`src/rtl/cmm_row_reduce_buffer.sv`:
```
// Row reduce buffer: sums NUM_CH partial-sum rows lane-wise, offers the row on OUT, then
// streams requantised lanes on FEED. Define CMM_FEED_SAT_EN to saturate the feed instead of wrapping.
module cmm_row_reduce_buffer #(
  parameter int NUM_CH = 2,
  parameter int LANES  = 8,
  parameter int ACC_W  = 32,
  parameter int FEED_W = 16,
  parameter int SHIFT  = 8,
  parameter int ROWS   = 32,
  parameter int ROW_W  = $clog2(ROWS)
) (
  input  logic                          CLK,
  input  logic                          RSTN,
  input  logic                          CLR,
  input  logic                          IN_VALID,
  output logic                          IN_READY,
  input  logic [NUM_CH*LANES*ACC_W-1:0] IN_DATA,
  output logic                          OUT_VALID,
  input  logic                          OUT_READY,
  output logic [LANES*ACC_W-1:0]        OUT,
  output logic                          FEED_VALID,
  input  logic                          FEED_READY,
  output logic [FEED_W-1:0]             FEED_DATA,
  output logic                          FEED_LAST,
  output logic [ROW_W-1:0]              ROW_NUM,
  output logic                          DONE_ROW,
  output logic                          DONE
);

  localparam int CH_W   = $clog2(NUM_CH);
  localparam int SUM_W  = ACC_W + CH_W;
  localparam int LANE_W = (LANES > 1) ? $clog2(LANES) : 1;

  typedef enum logic [1:0] {
    S_IDLE = 2'd0,
    S_ADD  = 2'd1,
    S_HOLD = 2'd2,
    S_FEED = 2'd3
  } state_e;

  state_e                        state_q;
  logic [NUM_CH*LANES*ACC_W-1:0] in_q;
  logic signed [SUM_W-1:0]       sum_q [LANES];
  logic signed [SUM_W-1:0]       sum_d [LANES];
  logic [LANE_W-1:0]             lane_q;
  logic [ROW_W-1:0]              row_q;
  logic                          done_row_q;
  logic                          done_q;
  logic                          last_lane_s;

  // Shift the full-precision sum, then either clamp or wrap into FEED_W bits.
  function automatic logic [FEED_W-1:0] requant(input logic signed [SUM_W-1:0] v);
`ifdef CMM_FEED_SAT_EN
    logic signed [SUM_W-1:0] sh;
    sh = v >>> SHIFT;
    if (sh[SUM_W-1:FEED_W-1] != {(SUM_W-FEED_W+1){sh[SUM_W-1]}}) begin
      requant = sh[SUM_W-1] ? {1'b1, {(FEED_W-1){1'b0}}} : {1'b0, {(FEED_W-1){1'b1}}};
    end else begin
      requant = sh[FEED_W-1:0];
    end
`else
    requant = FEED_W'(v >>> SHIFT);
`endif
  endfunction

  // Lane-wise sum across channels with sign extension, so the sum never overflows.
  always_comb begin
    for (int l = 0; l < LANES; l++) begin
      sum_d[l] = '0;
      for (int c = 0; c < NUM_CH; c++) begin
        sum_d[l] = sum_d[l] + SUM_W'($signed(in_q[(c*LANES+l)*ACC_W +: ACC_W]));
      end
    end
  end

  assign last_lane_s = (lane_q == LANE_W'(LANES - 1));

  // Row FSM together with the capture, sum, lane, row and pulse registers.
  always_ff @(posedge CLK or negedge RSTN) begin
    if (!RSTN) begin
      state_q    <= S_IDLE;
      in_q       <= '0;
      for (int l = 0; l < LANES; l++) sum_q[l] <= '0;
      lane_q     <= '0;
      row_q      <= '0;
      done_row_q <= 1'b0;
      done_q     <= 1'b0;
    end else if (CLR) begin
      state_q    <= S_IDLE;
      in_q       <= '0;
      for (int l = 0; l < LANES; l++) sum_q[l] <= '0;
      lane_q     <= '0;
      row_q      <= '0;
      done_row_q <= 1'b0;
      done_q     <= 1'b0;
    end else begin
      done_row_q <= 1'b0;
      done_q     <= 1'b0;
      case (state_q)
        S_IDLE: begin
          if (IN_VALID) begin
            in_q    <= IN_DATA;
            state_q <= S_ADD;
          end
        end
        S_ADD: begin
          for (int l = 0; l < LANES; l++) sum_q[l] <= sum_d[l];
          state_q <= S_HOLD;
        end
        S_HOLD: begin
          if (OUT_READY) begin
            done_row_q <= 1'b1;
            lane_q     <= '0;
            state_q    <= S_FEED;
          end
        end
        S_FEED: begin
          if (FEED_READY) begin
            if (last_lane_s) begin
              lane_q  <= '0;
              state_q <= S_IDLE;
              done_q  <= (row_q == ROW_W'(ROWS - 1));
              row_q   <= (row_q == ROW_W'(ROWS - 1)) ? '0 : row_q + ROW_W'(1);
            end else begin
              lane_q <= lane_q + LANE_W'(1);
            end
          end
        end
        default: state_q <= S_IDLE;
      endcase
    end
  end

  // OUT exposes the wrapped low ACC_W bits of each lane sum.
  always_comb begin
    OUT = '0;
    for (int l = 0; l < LANES; l++) OUT[l*ACC_W +: ACC_W] = sum_q[l][ACC_W-1:0];
  end

  assign IN_READY   = (state_q == S_IDLE);
  assign OUT_VALID  = (state_q == S_HOLD);
  assign FEED_VALID = (state_q == S_FEED);
  assign FEED_LAST  = (state_q == S_FEED) && last_lane_s;
  assign FEED_DATA  = requant(sum_q[lane_q]);
  assign ROW_NUM    = row_q;
  assign DONE_ROW   = done_row_q;
  assign DONE       = done_q;

endmodule

```
`config.mk`:
```
export PLATFORM = sky130hd
export DESIGN_NAME = cmm_row_reduce_buffer
export DESIGN_NICKNAME = d
export VERILOG_FILES = /design/src/rtl/cmm_row_reduce_buffer.sv
export SDC_FILE = /design/constraint.sdc
export NUM_CORES = 2
export LEC_CHECK = 0
export ABC_AREA = 1
export CELL_PAD_IN_SITES_DETAIL_PLACEMENT = 0
export CELL_PAD_IN_SITES_GLOBAL_PLACEMENT = 1
export CORE_MARGIN = 2
export CORE_UTILIZATION = 43
export CTS_BUF_LIST = sky130_fd_sc_hd__clkbuf_2 sky130_fd_sc_hd__clkbuf_4 sky130_fd_sc_hd__clkbuf_8
export CTS_CLUSTER_DIAMETER = 200
export DETAILED_ROUTE_END_ITERATION = 6
export PLACE_DENSITY = 0.95
export RECOVER_POWER = 25
export SKIP_CTS_REPAIR_TIMING = 1
export SLEW_MARGIN = 20
export SYNTH_ARGS = -nofsm -noshare
export SYNTH_HDL_FRONTEND = slang
export SYNTH_SLANG_ARGS = --single-unit
export TNS_END_PERCENT = 10
```
`constraint.sdc`:
```
create_clock -name CLK -period 5 [get_ports CLK]
set_input_delay 0.75 -clock CLK [delete_from_list [all_inputs] [get_ports CLK]]
set_output_delay 0.75 -clock CLK [all_outputs]
set_load 0.005 [all_outputs]
```
Word level (Yosys, flattened, before mapping)
Cells that the tools add are included. Widths: inputs -> output; s select.

Output and inout port bits: 283. Bits in registers: 788.

Muxes and demuxes: 31. Order comparisons: 1. Bitwise gates (word level): 1. $add $sub $neg: 10. Equal/unequal tests: 9. Reduce and logical (&&, ||, !) cells: 13.

Operators by type and width (number): $mux 512 (3); $mux 264 (2); $add 32x32->33 (8); $bmux 33 s3 (1); $mux 24 (2); $mux 5 (5); $mux 3 (4); $reduce_bool 2->1 (6); $mux 2 (5); $ne 3x2->1 const B (3); $pmux 2 s4 (1); $mux 1 (7); $pmux 3 s2 (1); $reduce_and 3->1 (2); $add 5x1->5 const B (1); $eq 5x5->1 const B (1); $eq 2x2->1 const B (2); $ge 4x4->1 const B (1); $not 3->4 (1); $reduce_and 4->1 (1); $add 3x1->3 const B (1); $eq 3x3->1 const B (1); $ne 3x3->1 const B (1); $reduce_bool 3->1 (1); 4 further kinds (4).

Logic depth before layout (Yosys ltp)
Depth after elaboration: 6. Gate-level depth with buffers: 14. Gate-level depth less buffers: 14.

Worst setup path after synthesis
Ideal clock, no wire load.

Path kind: register to output. From: register lane_q[1]. To: output FEED_DATA[3]. Setup slack: 3.023 ns. Cell stages (with the launch flop): 7. Data arrival time: 1.227 ns. Cell sequence: dfrtp_1 inv_1 clkbuf_1 o21ai_0 o21ai_0 nor2_1 a31oi_1.

Longest elaborated chain between the ends: 4.

RTL lines: from (decl) (RTL line 45) `logic [LANE_W-1:0] lane_q;`; from (signal assigned) (RTL line 125) `lane_q <= lane_q + LANE_W'(1);`; $not 3->4 (implied by the code) (RTL line 144) `assign FEED_DATA = requant(sum_q[lane_q]);`; $bmux 33 s3 (RTL line 144); $mux 24 (implied by the code) (2 in series) (RTL line 144); to (decl) (RTL line 23) `output logic [FEED_W-1:0] FEED_DATA,`.

No other way between the ends. The select of a mux whose other input is x is not followed.

Worst setup path in the final report
From: register lane_q[1]. To: output FEED_DATA[12].

Same word-level chain as after synthesis.

==> metrics.cfg <==
[run_status]
status=finished, violations left
violations=max-capacitance violations, max-slew violations

[setup_path]
crit_chain=buf_4, inv_1, buf_4, a21oi_1, o21ai_0, nand2_1, nor2_1, a31oi_1, clkdlybuf4s50_1
rrSetupSlack_ns=2.23
cp_common_cell=buf_4
path_max_fanout=33
cp-end-kind=output port
slowest_delay_ns=0.64
arrival_ns=3.72
worst_path_max_delay_cell=clkdlybuf4s50_1
path_class=reg -> out
startpoint_type=flip-flop
required_ns=4.25

[worst_hold_path]
hp-class=in -> reg

[clock_network]
numCtsBuffers=141
root_buffer=clkbuf_8
cts_tree=yes
h-tree-depth=4
clk_pin_slew_ns=0.06
cts.sinks=780
clock_path_buffers=3
clk_latency_ns=0.86

[route]
drc_errors=0
first_iter_violations=4452
dr.pass1.iters=6
wl_per_cell_um=21.67
ant_nets=0
vias=52310
via_per_inst=5.341
wirelength_um=212300

[yosys]
netlist_area_mm2=0.05053
synthDistinctLibCells=33
seq_area_frac_synth_pct=38.63
yosys_warnings=0
postSynthCellCount=7476
ys_seq_elements=780
postSynthAreaPerCell_um2=6.759
synthesis.nets=8259

[timing]
fin_tns_setup_ns=0
fin_skew_ns=0.05483
hold_slack_ns=0.3657
post-route-period-util_pct=89.44
tightest_slew_ns=3.440
fmax_ghz=0.2236
final_hold_viol_count=0
rsz0062_at_grt=false
maxSlewViolCount=160
slew_headroom_pct=-129.4
setup_viol=0
min_period_ns=4.472

[final_layout]
drive_above_1_share_pct=3.665
utilization_pct=53.97
mostFrequentLayoutCells=nand2_1 (2,653), nand3_1 (1,146), inv_1 (980)
final_area_mm2=0.06280
nNetsFinal=8945
fillers=11510
final_common_cell=nand2_1
synthToLayoutAreaGrowth_pct=24.29

[place]
port_buffers=800
place_congestion=0.9735
place_hpwl_um=163500
place_area_mm2=0.05973

[die]
fp.dieArea_mm2=0.1203
num_io_pins=801
core_area_mm2=0.1164
num_rows=125
fp.dieW_um=346.8
die_h_um=346.8
initial_utilization_pct=43.43

[global_route]
grt_max_degree=235
grt_pass1_vias=50630
track_usage_pct=34.56
grt_overflow=0
grt_pass1_wl_um=316000
antenna_found_initial=11

[flow_run]
drv_cap=3

[power]
p_per_area_mw_per_mm2=419.6
irDropWorstVdd_mv=0.5038
power_mw=26.35
p_leak_nw=33.45

logic make-up after synthesis:
| logic type | count (synthesis) | share of synthesized area, % |
|---|---|---|
| XOR/XNOR | 96 | 1.664 |
| AND/OR/NAND/NOR | 4289 | 35.21 |
| flip-flops | 780 | 38.63 |
| AO/OA/AOI/OAI | 758 | 7.805 |
| buffers and inverters | 1288 | 10.01 |
| adder cells (fa/ha/maj) | 265 | 6.681 |
cells in the mapped netlist, drive strengths merged:
| cell | n | area [um2] |
|---|---|---|
| a21o | 8 | 60.06 |
| a21oi | 441 | 2211 |
| a22o | 8 | 70.07 |
| a31oi | 16 | 100.1 |
| and2 | 8 | 50.05 |
| buf | 167 | 852.1 |
| clkbuf | 136 | 510.5 |
| clkinv | 1 | 3.750 |
| dfrtp | 780 | 19520 |
| fa | 8 | 160.2 |
| ha | 257 | 3216 |
| inv | 984 | 3694 |
| nand2 | 2656 | 9972 |
| nand3 | 1146 | 5736 |
| nand3b | 22 | 165.2 |
| nand4 | 33 | 206.5 |
| nor2 | 381 | 1435 |
| nor3 | 37 | 190.2 |
| o21ai | 248 | 1241 |
| o21bai | 24 | 180.2 |
| o22ai | 13 | 81.33 |
| or2 | 6 | 37.54 |
| xnor2 | 80 | 700.7 |
| xor2 | 16 | 140.1 |
layout make-up:
class                           count  area (um2)  area share [%]
Multi-Input combinational cell   5408       25990           41.39
Sequential cell                   780       19520           31.08
Timing Repair Buffer              846        8556           13.62
Inverter                          985        3707           5.903
Clock buffer                      209        2633           4.192
Tap cell                         1524        1907           3.036
Clock inverter                     40       478.0          0.7610
Antenna cell                        3       7.507         0.01195
routing by layer:
layer  up-vias  part of all wire, %  wire [um]  GRT usage, %
li1      25130                    -          -             -
met1     24800                   43      91290         46.17
met2      1986                   44      94460         54.29
met3       386                  8.1      17230         7.661
met4        10                  4.4       9236         14.00
met5         -                0.027         57             0
worst max-delay path, delay by kind of cell, from the launching register on:
kind / cells / cell delay [ns]
AO/OA/AOI/OAI: 3 / 0.87
buffers and inverters: 4 / 1.53
flip-flops: 1 / 0.33
AND/OR/NAND/NOR: 2 / 0.15
sequential cells by signal (all words and copies together) (netlist names):
signal,cells
DONE_ROW,1
DONE,1
lane_q,3
ROW_NUM,5
in_q,512
OUT,256
state_q,2
where the power goes:
group	total [mW]	switching [mW]	internal, mW
combinational	10.4	6.56	3.87
clock	6.79	2.94	3.85
sequential	9.14	1.49	7.65
total	26.4	11.0	15.4
per-stage QoR:
step	setup slack, ns	std cells
after floorplan	3.023	7476
after global placement	1.506	9543
after detailed placement	1.481	9543
after CTS	0.5656	9792
after global routing	0.3675	9794
final	0.5282	9795
path summary, 6_finish.rpt:
kind,from,to,depth (start not counted)
worst max-delay path,lane_q[1],FEED_DATA[12],9
worst min-delay path,CLR,in_q[187],2
worst max register to register,state_q[1],OUT[208],7
worst min register to register,OUT[122],OUT[122],2
max in group asynchronous,RSTN,OUT[74],2
min in group asynchronous,RSTN,in_q[71],1
Power figures use the tool's default switching activity.
